--- src/rtl/st_adapter_pkg.sv ---
// Shared definitions for the streaming channel adapter: packet FSM encoding
// and drop-counter width.
package st_adapter_pkg;

  localparam int unsigned DROP_CNT_W = 16;

  typedef enum logic [1:0] {
    ST_IDLE = 2'd0,
    ST_PASS = 2'd1,
    ST_DROP = 2'd2
  } pkt_state_e;

endpackage

--- src/rtl/st_skid_buf.sv ---
// Two-entry ready/valid buffer (output register + skid register) whose
// in_ready is registered, so out_ready never reaches in_ready combinationally.
module st_skid_buf #(
  parameter int unsigned W = 8
) (
  input  logic         clk,
  input  logic         reset_n,
  input  logic         in_valid,
  output logic         in_ready,
  input  logic [W-1:0] in_data,
  output logic         out_valid,
  input  logic         out_ready,
  output logic [W-1:0] out_data
);

  logic         out_valid_q, out_valid_d;
  logic [W-1:0] out_data_q, out_data_d;
  logic         skid_valid_q, skid_valid_d;
  logic [W-1:0] skid_data_q, skid_data_d;
  logic         in_ready_q, in_ready_d;
  logic         push_c, pop_c;

  assign push_c = in_valid && in_ready_q;
  assign pop_c  = out_valid_q && out_ready;

  // The output register always holds the oldest beat; the skid only fills
  // when a push meets a stalled, occupied output register.
  always_comb begin
    out_valid_d  = out_valid_q;
    out_data_d   = out_data_q;
    skid_valid_d = skid_valid_q;
    skid_data_d  = skid_data_q;
    if (skid_valid_q) begin
      if (pop_c) begin
        out_data_d   = skid_data_q;
        skid_valid_d = 1'b0;
      end
    end else if (push_c) begin
      if (!out_valid_q || pop_c) begin
        out_valid_d = 1'b1;
        out_data_d  = in_data;
      end else begin
        skid_valid_d = 1'b1;
        skid_data_d  = in_data;
      end
    end else if (pop_c) begin
      out_valid_d = 1'b0;
    end
    in_ready_d = !skid_valid_d;
  end

  always_ff @(posedge clk or negedge reset_n) begin
    if (!reset_n) begin
      out_valid_q  <= 1'b0;
      out_data_q   <= '0;
      skid_valid_q <= 1'b0;
      skid_data_q  <= '0;
      in_ready_q   <= 1'b0;
    end else begin
      out_valid_q  <= out_valid_d;
      out_data_q   <= out_data_d;
      skid_valid_q <= skid_valid_d;
      skid_data_q  <= skid_data_d;
      in_ready_q   <= in_ready_d;
    end
  end

  assign in_ready  = in_ready_q;
  assign out_valid = out_valid_q;
  assign out_data  = out_data_q;

endmodule

--- src/rtl/st_chan_adapter_pipe.sv ---
// Streaming channel adapter: remaps in_channel by a fixed offset, forwards
// in-range packets through a skid buffer and discards out-of-range ones.
module st_chan_adapter_pipe
  import st_adapter_pkg::*;
#(
  parameter int unsigned DATA_W      = 8,
  parameter int unsigned IN_CHAN_W   = 8,
  parameter int unsigned OUT_CHAN_W  = 2,
  parameter int unsigned MAX_CHANNEL = 3,
  parameter int unsigned CHAN_OFFSET = 0
) (
  input  logic                  clk,
  input  logic                  reset_n,
  input  logic                  in_valid,
  output logic                  in_ready,
  input  logic [DATA_W-1:0]     in_data,
  input  logic [IN_CHAN_W-1:0]  in_channel,
  input  logic                  in_startofpacket,
  input  logic                  in_endofpacket,
  output logic                  out_valid,
  input  logic                  out_ready,
  output logic [DATA_W-1:0]     out_data,
  output logic [OUT_CHAN_W-1:0] out_channel,
  output logic                  out_startofpacket,
  output logic                  out_endofpacket,
  output logic [DROP_CNT_W-1:0] drop_count,
  input  logic                  drop_clear,
  output logic                  proto_err
);

  localparam int unsigned MAP_W = IN_CHAN_W + 1;
  localparam int unsigned PAY_W = DATA_W + OUT_CHAN_W + 2;

  pkt_state_e              state_q, state_d;
  logic [OUT_CHAN_W-1:0]   chan_q, chan_d;
  logic [DROP_CNT_W-1:0]   drop_count_q, drop_count_d;
  logic                    proto_err_q, proto_err_d;

  logic                    accept_c, in_range_c, fwd_c, drop_inc_c, err_c;
  logic [MAP_W-1:0]        mapped_c;
  logic [OUT_CHAN_W-1:0]   map_chan_c, fwd_chan_c;
  logic [PAY_W-1:0]        fwd_pay_c, out_pay_c;

  // Extra top bit turns the subtraction borrow into a sign flag.
  assign mapped_c   = MAP_W'(in_channel) - MAP_W'(CHAN_OFFSET);
  assign in_range_c = !mapped_c[IN_CHAN_W] &&
                      (mapped_c[IN_CHAN_W-1:0] <= IN_CHAN_W'(MAX_CHANNEL));
  assign map_chan_c = OUT_CHAN_W'(mapped_c[IN_CHAN_W-1:0]);
  assign accept_c   = in_valid && in_ready;

  // A SOP always restarts packet evaluation, whatever state we are in.
  always_comb begin
    state_d    = state_q;
    chan_d     = chan_q;
    fwd_c      = 1'b0;
    fwd_chan_c = chan_q;
    drop_inc_c = 1'b0;
    err_c      = 1'b0;
    if (accept_c) begin
      if (in_startofpacket) begin
        err_c = (state_q != ST_IDLE);
        if (in_range_c) begin
          fwd_c      = 1'b1;
          fwd_chan_c = map_chan_c;
          chan_d     = map_chan_c;
          state_d    = in_endofpacket ? ST_IDLE : ST_PASS;
        end else begin
          drop_inc_c = 1'b1;
          state_d    = in_endofpacket ? ST_IDLE : ST_DROP;
        end
      end else begin
        unique case (state_q)
          ST_PASS: begin
            fwd_c = 1'b1;
            if (in_endofpacket) state_d = ST_IDLE;
          end
          ST_DROP: begin
            if (in_endofpacket) state_d = ST_IDLE;
          end
          default: err_c = 1'b1;
        endcase
      end
    end

    drop_count_d = drop_count_q;
    proto_err_d  = proto_err_q;
    if (drop_clear) begin
      drop_count_d = '0;
      proto_err_d  = 1'b0;
    end else begin
      if (drop_inc_c && (drop_count_q != '1)) drop_count_d = drop_count_q + DROP_CNT_W'(1);
      if (err_c) proto_err_d = 1'b1;
    end
  end

  always_ff @(posedge clk or negedge reset_n) begin
    if (!reset_n) begin
      state_q      <= ST_IDLE;
      chan_q       <= '0;
      drop_count_q <= '0;
      proto_err_q  <= 1'b0;
    end else begin
      state_q      <= state_d;
      chan_q       <= chan_d;
      drop_count_q <= drop_count_d;
      proto_err_q  <= proto_err_d;
    end
  end

  assign fwd_pay_c = {in_startofpacket, in_endofpacket, fwd_chan_c, in_data};

  st_skid_buf #(
    .W (PAY_W)
  ) u_buf (
    .clk       (clk),
    .reset_n   (reset_n),
    .in_valid  (fwd_c),
    .in_ready  (in_ready),
    .in_data   (fwd_pay_c),
    .out_valid (out_valid),
    .out_ready (out_ready),
    .out_data  (out_pay_c)
  );

  assign {out_startofpacket, out_endofpacket, out_channel, out_data} = out_pay_c;
  assign drop_count = drop_count_q;
  assign proto_err  = proto_err_q;

endmodule

--- config.mk ---
export PLATFORM = sky130hd
export DESIGN_NAME = st_chan_adapter_pipe
export DESIGN_NICKNAME = d
export VERILOG_FILES = /design/src/rtl/st_adapter_pkg.sv /design/src/rtl/st_skid_buf.sv /design/src/rtl/st_chan_adapter_pipe.sv
export SDC_FILE = /design/constraint.sdc
export NUM_CORES = 1
export LEC_CHECK = 0
export ABC_AREA = 1
export BUFFER_PORTS_ARGS = -buffer_cell sky130_fd_sc_hd__buf_2
export CAP_MARGIN = 10
export CORE_ASPECT_RATIO = 1.1
export CORE_MARGIN = 4
export CORE_UTILIZATION = 40
export DETAILED_ROUTE_END_ITERATION = 16
export GPL_ROUTABILITY_DRIVEN = 0
export HOLD_SLACK_MARGIN = 0.08
export PLACE_DENSITY = 0.69
export REMOVE_ABC_BUFFERS = 1
export SLEW_MARGIN = 25
export SYNTH_ARGS = -nofsm -noshare
export SYNTH_HDL_FRONTEND = slang
export SYNTH_SLANG_ARGS = --single-unit
--- constraint.sdc ---
create_clock -name clk -period 1.65 [get_ports clk]
set_clock_uncertainty 0.1 [all_clocks]
set_input_delay 0.0825 -clock clk [delete_from_list [all_inputs] [get_ports clk]]
set_output_delay 0.0825 -clock clk [all_outputs]
set_load 0.03 [all_outputs]
* After elaboration in Yosys (flattened, before gate mapping) *
Cells that the tools add are included.

storage, ports and cells
  ROM bits = 0
  register bits after elaboration = 48
  word-level logic and storage cells = 72
  memories = 0
  memory bits (writable) = 0
  bits of input ports = 23
  output and inout port bits = 31
  bits in latches = 0

cells by class
  add/subtract/negate cells = 1
  reductions and logical operators = 20
  $mul = 0
  divide/modulo/power cells = 0
  shift-type cells = 0
  muxes and demuxes = 34
  equality and inequality tests = 5
  bitwise gates (word level) = 2
  $lt $le $gt $ge = 1

operators by type and width
  kind                     number
  $mux W12                 4
  $mux W16                 2
  $mux W1                  20
  $add A16 B1 Y16 const B  1
  $mux W2                  8
  $ne A16 B16 Y1 const B   1
  $reduce_bool A2 Y1       8
  $reduce_and A3 Y1        4
  $le A8 B2 Y1 const B     1
  $logic_and A1 B1 Y1      4
  $ne A2 B2 Y1 const B     2
  $eq A2 B1 Y1 const B     1
  $eq A2 B2 Y1 const B     1
  $logic_not A1 Y1         2
  $not A1 Y1               2
  $reduce_or A2 Y1         1
  $logic_or A1 B1 Y1       1

* Logic depth before layout (Yosys ltp) *
Gate-level depths: netlist of run 1.

  depth in word-level cells = 8
  depth in mapped cells = 11
  gate-level depth less buffers = 10

* Hierarchy *
A second synthesis of run 1 with hierarchy kept.

unflattened totals
  cells, all modules = 339
  area, all modules = 2596.2 µm²

by module, submodules not included
  module                area each (µm²)  times used  cells each  seq. area each (µm²)
  st_chan_adapter_pipe  1323.8           1           183         525.5
  st_skid_buf           1272.5           1           156         675.6

* Least setup slack after synthesis of run 1 *
Ideal clock, no wire load.

  path type = reg2reg
  from = register drop_count_q[1] (netlist: drop_count[1])
  to = register drop_count_q[3] (netlist: drop_count[3])
  stages on the path, launching flop included = 10
  clock period less this slack = 1.828 ns
  arrival time = 1.599 ns
  setup slack = -0.178 ns
  path buffers = 1
  library setup time = 0.130 ns
  required time = 1.420 ns
  cell sequence = dfrtp_1 ha_1 nand2_1 nor2_4 nand2_4 nor2_8 nor2_8 buf_6 nand4_1 o21ai_1

on the way
  cells in the longest elaborated chain, start to end = 3
  elaborated cells between the ends (all ways) = 6
  those cells by class = add/sub (1); eq/ne (1); mux (2); reduce/logical (2)

RTL lines
  element                                            RTL line                     source
  start: declaration                                 st_chan_adapter_pipe.sv:36   logic [DROP_CNT_W-1:0] drop_count_q, drop_count_d;
  start signal: assignment                           st_chan_adapter_pipe.sv:105  drop_count_q <= drop_count_d;
  $add A16 B1 Y16 or $ne A16 B16 Y1 (tied branches)  st_chan_adapter_pipe.sv:91   if (drop_inc_c && (drop_count_q != '1)) drop_count_d = drop_count_q + DROP_CNT_W'(1);
  $mux W16 or $logic_and A1 B1 Y1 (tied branches)    st_chan_adapter_pipe.sv:91
  $mux W16 or $reduce_bool A2 Y1 (tied branches)     -

Several ways; a longest one is shown, not always the timed one. The select of a mux whose other input is x is not followed.
A chain may end at the register's enable or synchronous reset.

* Final worst setup path of run 1 *
  from = input port in_channel[6]
  to = register u_buf.skid_data_q[2]

on the way
  cells in the longest elaborated chain, start to end = 6

RTL lines
  element                             RTL line                    source
  start: declaration                  st_chan_adapter_pipe.sv:17  input logic [IN_CHAN_W-1:0] in_channel,
  $le A8 B2 Y1                        st_chan_adapter_pipe.sv:47  (mapped_c[IN_CHAN_W-1:0] <= IN_CHAN_W'(MAX_CHANNEL));
  $mux W1                             st_chan_adapter_pipe.sv:62  if (in_range_c) begin
  $mux W1                             st_chan_adapter_pipe.sv:60  if (in_startofpacket) begin
  $mux W1                             st_chan_adapter_pipe.sv:59  if (accept_c) begin
  $logic_and A1 B1 Y1                 st_skid_buf.sv:23           assign push_c = in_valid && in_ready_q;
  $reduce_and A3 Y1 (no source line)  -
  end signal: assignment              st_skid_buf.sv:63           skid_data_q <= skid_data_d;
  end: declaration                    st_skid_buf.sv:19           logic [W-1:0] skid_data_q, skid_data_d;

No other way between the ends.

==> results.json, run 1 <==
{
  "path_class": "in2reg",
  "slew_violations": 0,
  "rsz0062_at_grt": "yes",
  "routedWlPerCell_um": 13.2,
  "tightest_slew_ns": 0.354,
  "netlist_instances": 324,
  "hold_class": "in2async",
  "cp_data_required_time_ns": 1.75,
  "firstDrtPassIters": 4,
  "diodes": 0,
  "grt_pass1_vias": 2488,
  "dpl_cell_area_um2": 3120,
  "cts.sinks": 48,
  "cts_htree_levels": 2,
  "fill_cells": 560,
  "relSlewSlack_pct": 76.4,
  "grt_pass1_wl_um": 11200,
  "synth_seq_cells": 48,
  "wl_um": 6800,
  "setup_viol_count_final": 8,
  "ys_warn_count": 0,
  "violations": "negative setup slack",
  "cts-root-buf": "clkbuf_8",
  "die_area_um2": 7740,
  "ios": 54,
  "ys_types": 30,
  "fmax_mhz": 598,
  "synth_area_um2": 2560,
  "synth_seq_area_share_pct": 46.9,
  "clkLatencyLatePin_ns": 0.30,
  "grt_use_total_pct": 17.6,
  "synth.top_cell.area_share_pct": 46.9,
  "seq_area_um2": 1200,
  "overflow": 0,
  "status": "finished with violations",
  "grt_antenna_before_repair": 0,
  "nNetsFinal": 460,
  "endpoint_kind": "flip-flop",
  "crit_fanout": 8,
  "rows": 30,
  "grt_max_degree": 26,
  "die_w_um": 84.3,
  "mostFrequentLayoutCell": "nand2_1",
  "hpwlAfterDp_um": 4650,
  "route.detailed.drc": 0,
  "vias": 2539,
  "start_util_pct": 41.3,
  "dr.first_iter.drc_count": 125,
  "power-per-cell-area_nw_per_um2": 1070,
  "synth_area_leaders": "dfrtp_1, nand2_1, inv_1, o21ai_0, nand4_1",
  "final_core_util_pct": 57.4,
  "tns_ns": -0.121,
  "multi_input_area_um2": 1250,
  "min_period_ns": 1.67,
  "cts_buffer_depth": 2,
  "port-buffer-count": 53,
  "fp.dieH_um": 91.9,
  "max-cap-violations": 0,
  "arrival_ns": 1.77,
  "cts_made_buffers": 5,
  "vias_per_cell": 4.93,
  "setup_slack_ns": -0.0213,
  "drive_above_1_share_pct": 30.1,
  "core_area_um2": 6190,
  "clkSlewWorstSetupHoldPaths_ns": 0.09,
  "ant_nets": 0,
  "yosys.area.top_type": "dfrtp_1",
  "cts_tree": "done",
  "final_cell_mix": "nand2_1, buf_2, dfrtp_1, buf_4, inv_1",
  "vdd_drop_max_mv": 1.01,
  "fin_crit_sh_pct": 101,
  "start_kind": "primary input",
  "power.leakage_nw": 1.86,
  "final_hold_viol_count": 0,
  "avgSynthCellArea_um2": 7.90,
  "synthToLayoutAreaGrowth_pct": 39.0,
  "design_area_um2": 3560
}
## cell type report
cell class | count | area share, %
well taps | 80 | 2.81
multi-input cells | 237 | 35.1
repair buffers | 108 | 21.9
clock inverters | 2 | 0.422
clock buffers | 6 | 2.32
inverters | 34 | 3.66
flip-flops and latches | 48 | 33.8
## registers in the layout (all words and copies together) (netlist names)
register	flops
u_buf.skid_valid_q	1
u_buf.skid_data_q	12
drop_count	16
proto_err	1
chan_q	2
u_buf.out_data	12
u_buf.out_valid	1
u_buf.in_ready	1
state_q	2
## layer usage
| metal | GRT usage [%] | wire [µm] |
|---|---|---|
| met5 | 0 | 0 |
| met4 | 5.63 | 138 |
| met3 | 3.41 | 400 |
| met2 | 31.3 | 3390 |
| met1 | 21.4 | 2870 |
## timing repair
item                                    4_1_cts  5_1_grt
endpoints found under the hold margin        76        0
endpoints found under the setup margin        0       40
hold buffers                                 21        0
buffers inserted                              0        3
resized for setup                             0       25
## synth_stat cells, drive strengths merged
library cell and count:
nand2 125, dfrtp 48, inv 33, o21ai 30
nor2 27, nand3 17, nand4 15, buf 5
a21oi 4, and2 3, ha 3, o21bai 3
xor2 3, clkbuf 2, nor3 2, clkinv 1
o22ai 1, o32ai 1, or2 1
## path summary, 6_finish.rpt
path | start | endpoint | slack [ns] | cells after the start
setup / recovery | in_channel[6] | u_buf.skid_data_q[2]$_DFFE_PN0P_ | -0.02 | 9
min in group clk | in_valid | state_q[0]$_DFFE_PN0P_ | 0.18 | 4
setup reg to reg | state_q[1]$_DFFE_PN0P_ | u_buf.skid_data_q[2]$_DFFE_PN0P_ | 0.05 | 8
hold / removal | reset_n | drop_count[3]$_DFFE_PN0P_ | 0.11 | 2
hold reg to reg | u_buf.out_data[4]$_DFFE_PN0P_ | u_buf.out_data[4]$_DFFE_PN0P_ | 0.38 | 2
max in group asynchronous | reset_n | u_buf.skid_data_q[2]$_DFFE_PN0P_ | 0.86 | 3
## worst max-delay path, cell delays in order
cell           delay [ns]
dlygate4sd3_1        0.54
buf_2                0.13
nor2_1               0.18
nand3_2              0.12
nand2_1              0.10
nand2_2              0.10
nor2_4               0.24
clkbuf_16            0.20
o21ai_1              0.06
## through the flow
stage | hold slack (ns) | setup WS [ns] | power, W | cells
after floorplan | -0.313 | -0.141 | 0.00249 | 317
after global placement | -0.0921 | 0.0681 | 0.00291 | 480
after detailed placement | -0.0875 | 0.0425 | 0.00294 | 480
after CTS | 0.112 | 0.0313 | 0.00375 | 509
after global routing | 0.124 | -0.0849 | 0.00406 | 515
final | 0.106 | -0.0213 | 0.00380 | 515
## cells by family (layout without fill, tap and decap cells)
kind of cell	count (synthesis)	in the layout	share of synthesized area, %
xor+xnor	3	3	1.03
flops	48	48	46.9
simple gates	190	192	35.2
fa+ha+maj	3	3	1.47
compound gates	39	39	8.26
buf+inv	41	150	7.09
## power breakdown
group | internal [W] | switching (W)
registers | 0.00148 | 0.000156
logic | 0.000474 | 0.000921
clock network | 0.000340 | 0.000421
No activity file was read; power rests on OpenSTA's default activity.
==> run 2, diff against run 1 <==
--- a/config.mk
+++ b/config.mk
@@ -6,7 +6,7 @@
 export NUM_CORES = 1
 export LEC_CHECK = 0
 export ABC_AREA = 1
-export BUFFER_PORTS_ARGS = -buffer_cell sky130_fd_sc_hd__buf_2
+export BUFFER_PORTS_ARGS = -buffer_cell sky130_fd_sc_hd__clkbuf_2
 export CAP_MARGIN = 10
 export CORE_ASPECT_RATIO = 1.1
 export CORE_MARGIN = 4
@@ -14,7 +14,7 @@
 export DETAILED_ROUTE_END_ITERATION = 16
 export GPL_ROUTABILITY_DRIVEN = 0
 export HOLD_SLACK_MARGIN = 0.08
-export PLACE_DENSITY = 0.69
+export PLACE_DENSITY = 0.67
 export REMOVE_ABC_BUFFERS = 1
 export SLEW_MARGIN = 25
 export SYNTH_ARGS = -nofsm -noshare
==> constraint.sdc (replaced) <==
create_clock -name clk -period 2.05 [get_ports clk]
set_clock_uncertainty 0.1 [all_clocks]
set_input_delay 0.1025 -clock clk [delete_from_list [all_inputs] [get_ports clk]]
set_output_delay 0.1025 -clock clk [all_outputs]
set_load 0.03 [all_outputs]
==> run 2 against run 1 <==
Net effect: sequential share of layout area increased by 3.7 points; clock power increased by 23%; critical path depth decreased by 3; combinational power decreased by 29%; sequential cell count unchanged; final cell count decreased by 7.6%; non-clock buffer count decreased by 37; the run now ends clean.
==> results.json, run 2 (synthesized netlist as in run 1, its figures left out) <==
{
  "fmax_mhz": 545,
  "dp_slack_ns": 0.284,
  "path_class": "reg2reg",
  "overflow": 0,
  "power.leakage_nw": 1.66,
  "firstDrtPassIters": 4,
  "start_util_pct": 41.3,
  "setup_slack_ns": 0.215,
  "worst_hold_path.num_cells": 4,
  "cts_htree_levels": 2,
  "final_cell_mix": "nand2_1, clkbuf_2, dfrtp_1, inv_1, o21ai_0",
  "dr.first_iter.drc_count": 89,
  "fp.dieH_um": 91.9,
  "cts_tree": "done",
  "ios": 54,
  "cts.sinks": 48,
  "slew_violations": 0,
  "final_core_util_pct": 51.7,
  "grt_pass1_wl_um": 10600,
  "grt_antenna_before_repair": 0,
  "p_sw_w": 0.00114,
  "diodes": 0,
  "tns_ns": 0,
  "crit_fanout": 2,
  "r2r_start": "state_q[0]$_DFFE_PN0P_",
  "combPwrFrac_pct": 30.3,
  "fin_crit_sh_pct": 89.5,
  "start_kind": "flip-flop",
  "vias": 2315,
  "fill_cells": 608,
  "status": "complete, no violations",
  "endpoint_kind": "flip-flop",
  "setup_viol_count_final": 0,
  "vdd_drop_max_mv": 0.655,
  "route.detailed.drc": 0,
  "ant_nets": 0,
  "routedWlPerCell_um": 12.7,
  "cp_data_required_time_ns": 2.14,
  "wl_um": 6050,
  "cts-root-buf": "clkbuf_8",
  "rsz0062_at_grt": "no",
  "power-per-cell-area_nw_per_um2": 1010,
  "die_w_um": 84.3,
  "final_hold_viol_count": 0,
  "power.share.clock_pct": 28.8,
  "swShare_pct": 35.1,
  "nNetsFinal": 421,
  "cp-startpoint": "state_q[0]$_DFFE_PN0P_",
  "post_cts_buffers": 0,
  "synthToLayoutAreaGrowth_pct": 25.1,
  "p_seq_share_pct": 41.0,
  "clkLatencyLatePin_ns": 0.30,
  "relSlewSlack_pct": 58.1,
  "grt_use_total_pct": 16.5,
  "r2r_slack_ns": 0.22,
  "clkSlewWorstSetupHoldPaths_ns": 0.09,
  "hpwlAfterDp_um": 4280,
  "hold_class": "in2reg",
  "die_area_um2": 7740,
  "rr_worst_depth": 6,
  "min_period_ns": 1.83,
  "cts_resized": 0,
  "max-cap-violations": 0,
  "power.internal_w": 0.00210,
  "largest_reg_flops": 16,
  "grt_pass1_vias": 2247,
  "cts_made_buffers": 5,
  "core_area_um2": 6190,
  "vias_per_cell": 4.86,
  "mostFrequentLayoutCell": "nand2_1",
  "rows": 30,
  "hold_buffers": 15,
  "tightest_slew_ns": 0.628,
  "min_from": "in_channel[0]",
  "arrival_ns": 1.92,
  "drive_above_1_share_pct": 22.0,
  "grt_max_degree": 49,
  "port-buffer-count": 53,
  "cts_buffer_depth": 2
}
run 2: changes by cell type in the layout (fill, tap and decap cells not counted), moves of 6 or more:
cell / change
o21ai_0: +8
dlygate4sd3_1: -6
buf_4: -26
buf_2: -53
clkbuf_2: +53
o21ai_1: -7
run 2: path summary, 6_finish.rpt:
path                                                  to
min                                  chan_q[0]$_DFF_PN0_
max in group asynchronous     drop_count[11]$_DFFE_PN0P_
max reg2reg                       state_q[0]$_DFFE_PN0P_
max                               state_q[0]$_DFFE_PN0P_
min reg2reg                u_buf.out_data[6]$_DFFE_PN0P_
min in group asynchronous      drop_count[3]$_DFFE_PN0P_
run 2: final cells by class:
type	count	area [µm²]	area share, %
inverters	34	128	3.99
clock inverters	3	90.1	2.81
repair buffers	71	438	13.7
clock buffers	5	68.8	2.15
flip-flops and latches	48	1200	37.5
well taps	80	100	3.13
multi-input cells	235	1180	36.7
run 2: through the flow:
stage | hold WS, ns | area [µm²] | std cells | total power (W)
2_1_floorplan | -0.293 | 2500 | 317 | 0.00200
3_3_place_gp | 0.144 | 2890 | 453 | 0.00230
3_5_place_dp | 0.145 | 2890 | 453 | 0.00232
4_1_cts | 0.0828 | 3200 | 476 | 0.00328
5_1_grt | 0.126 | 3200 | 476 | 0.00345
6_report | 0.0909 | 3200 | 476 | 0.00324
run 2: worst max-delay path, stage by stage (launching register included):
cell and delay (ns):
dfrtp_1 0.36, inv_1 0.06, ha_1 0.29, nand2_1 0.05, a21oi_1 0.19, o32ai_1 0.11
dlygate4sd3_1 0.56
run 2: per-layer routing:
layer	track usage (%)	wire length (µm)	vias to the layer above
met1	21.2	2710	1084
met5	0	0	-
li1	-	-	1177
met4	3.49	36	0
met3	3.05	282	4
met2	28.7	3030	50
run 2: power by group through the flow:
stage / combinational [W] / sequential (W) / clock, W
floorplan: 0.000413 / 0.00159 / 0
global placement: 0.000959 / 0.00134 / 0
detailed placement: 0.000974 / 0.00134 / 0
CTS: 0.000997 / 0.00133 / 0.000951
global route: 0.00110 / 0.00135 / 0.000991
finish: 0.000982 / 0.00133 / 0.000933
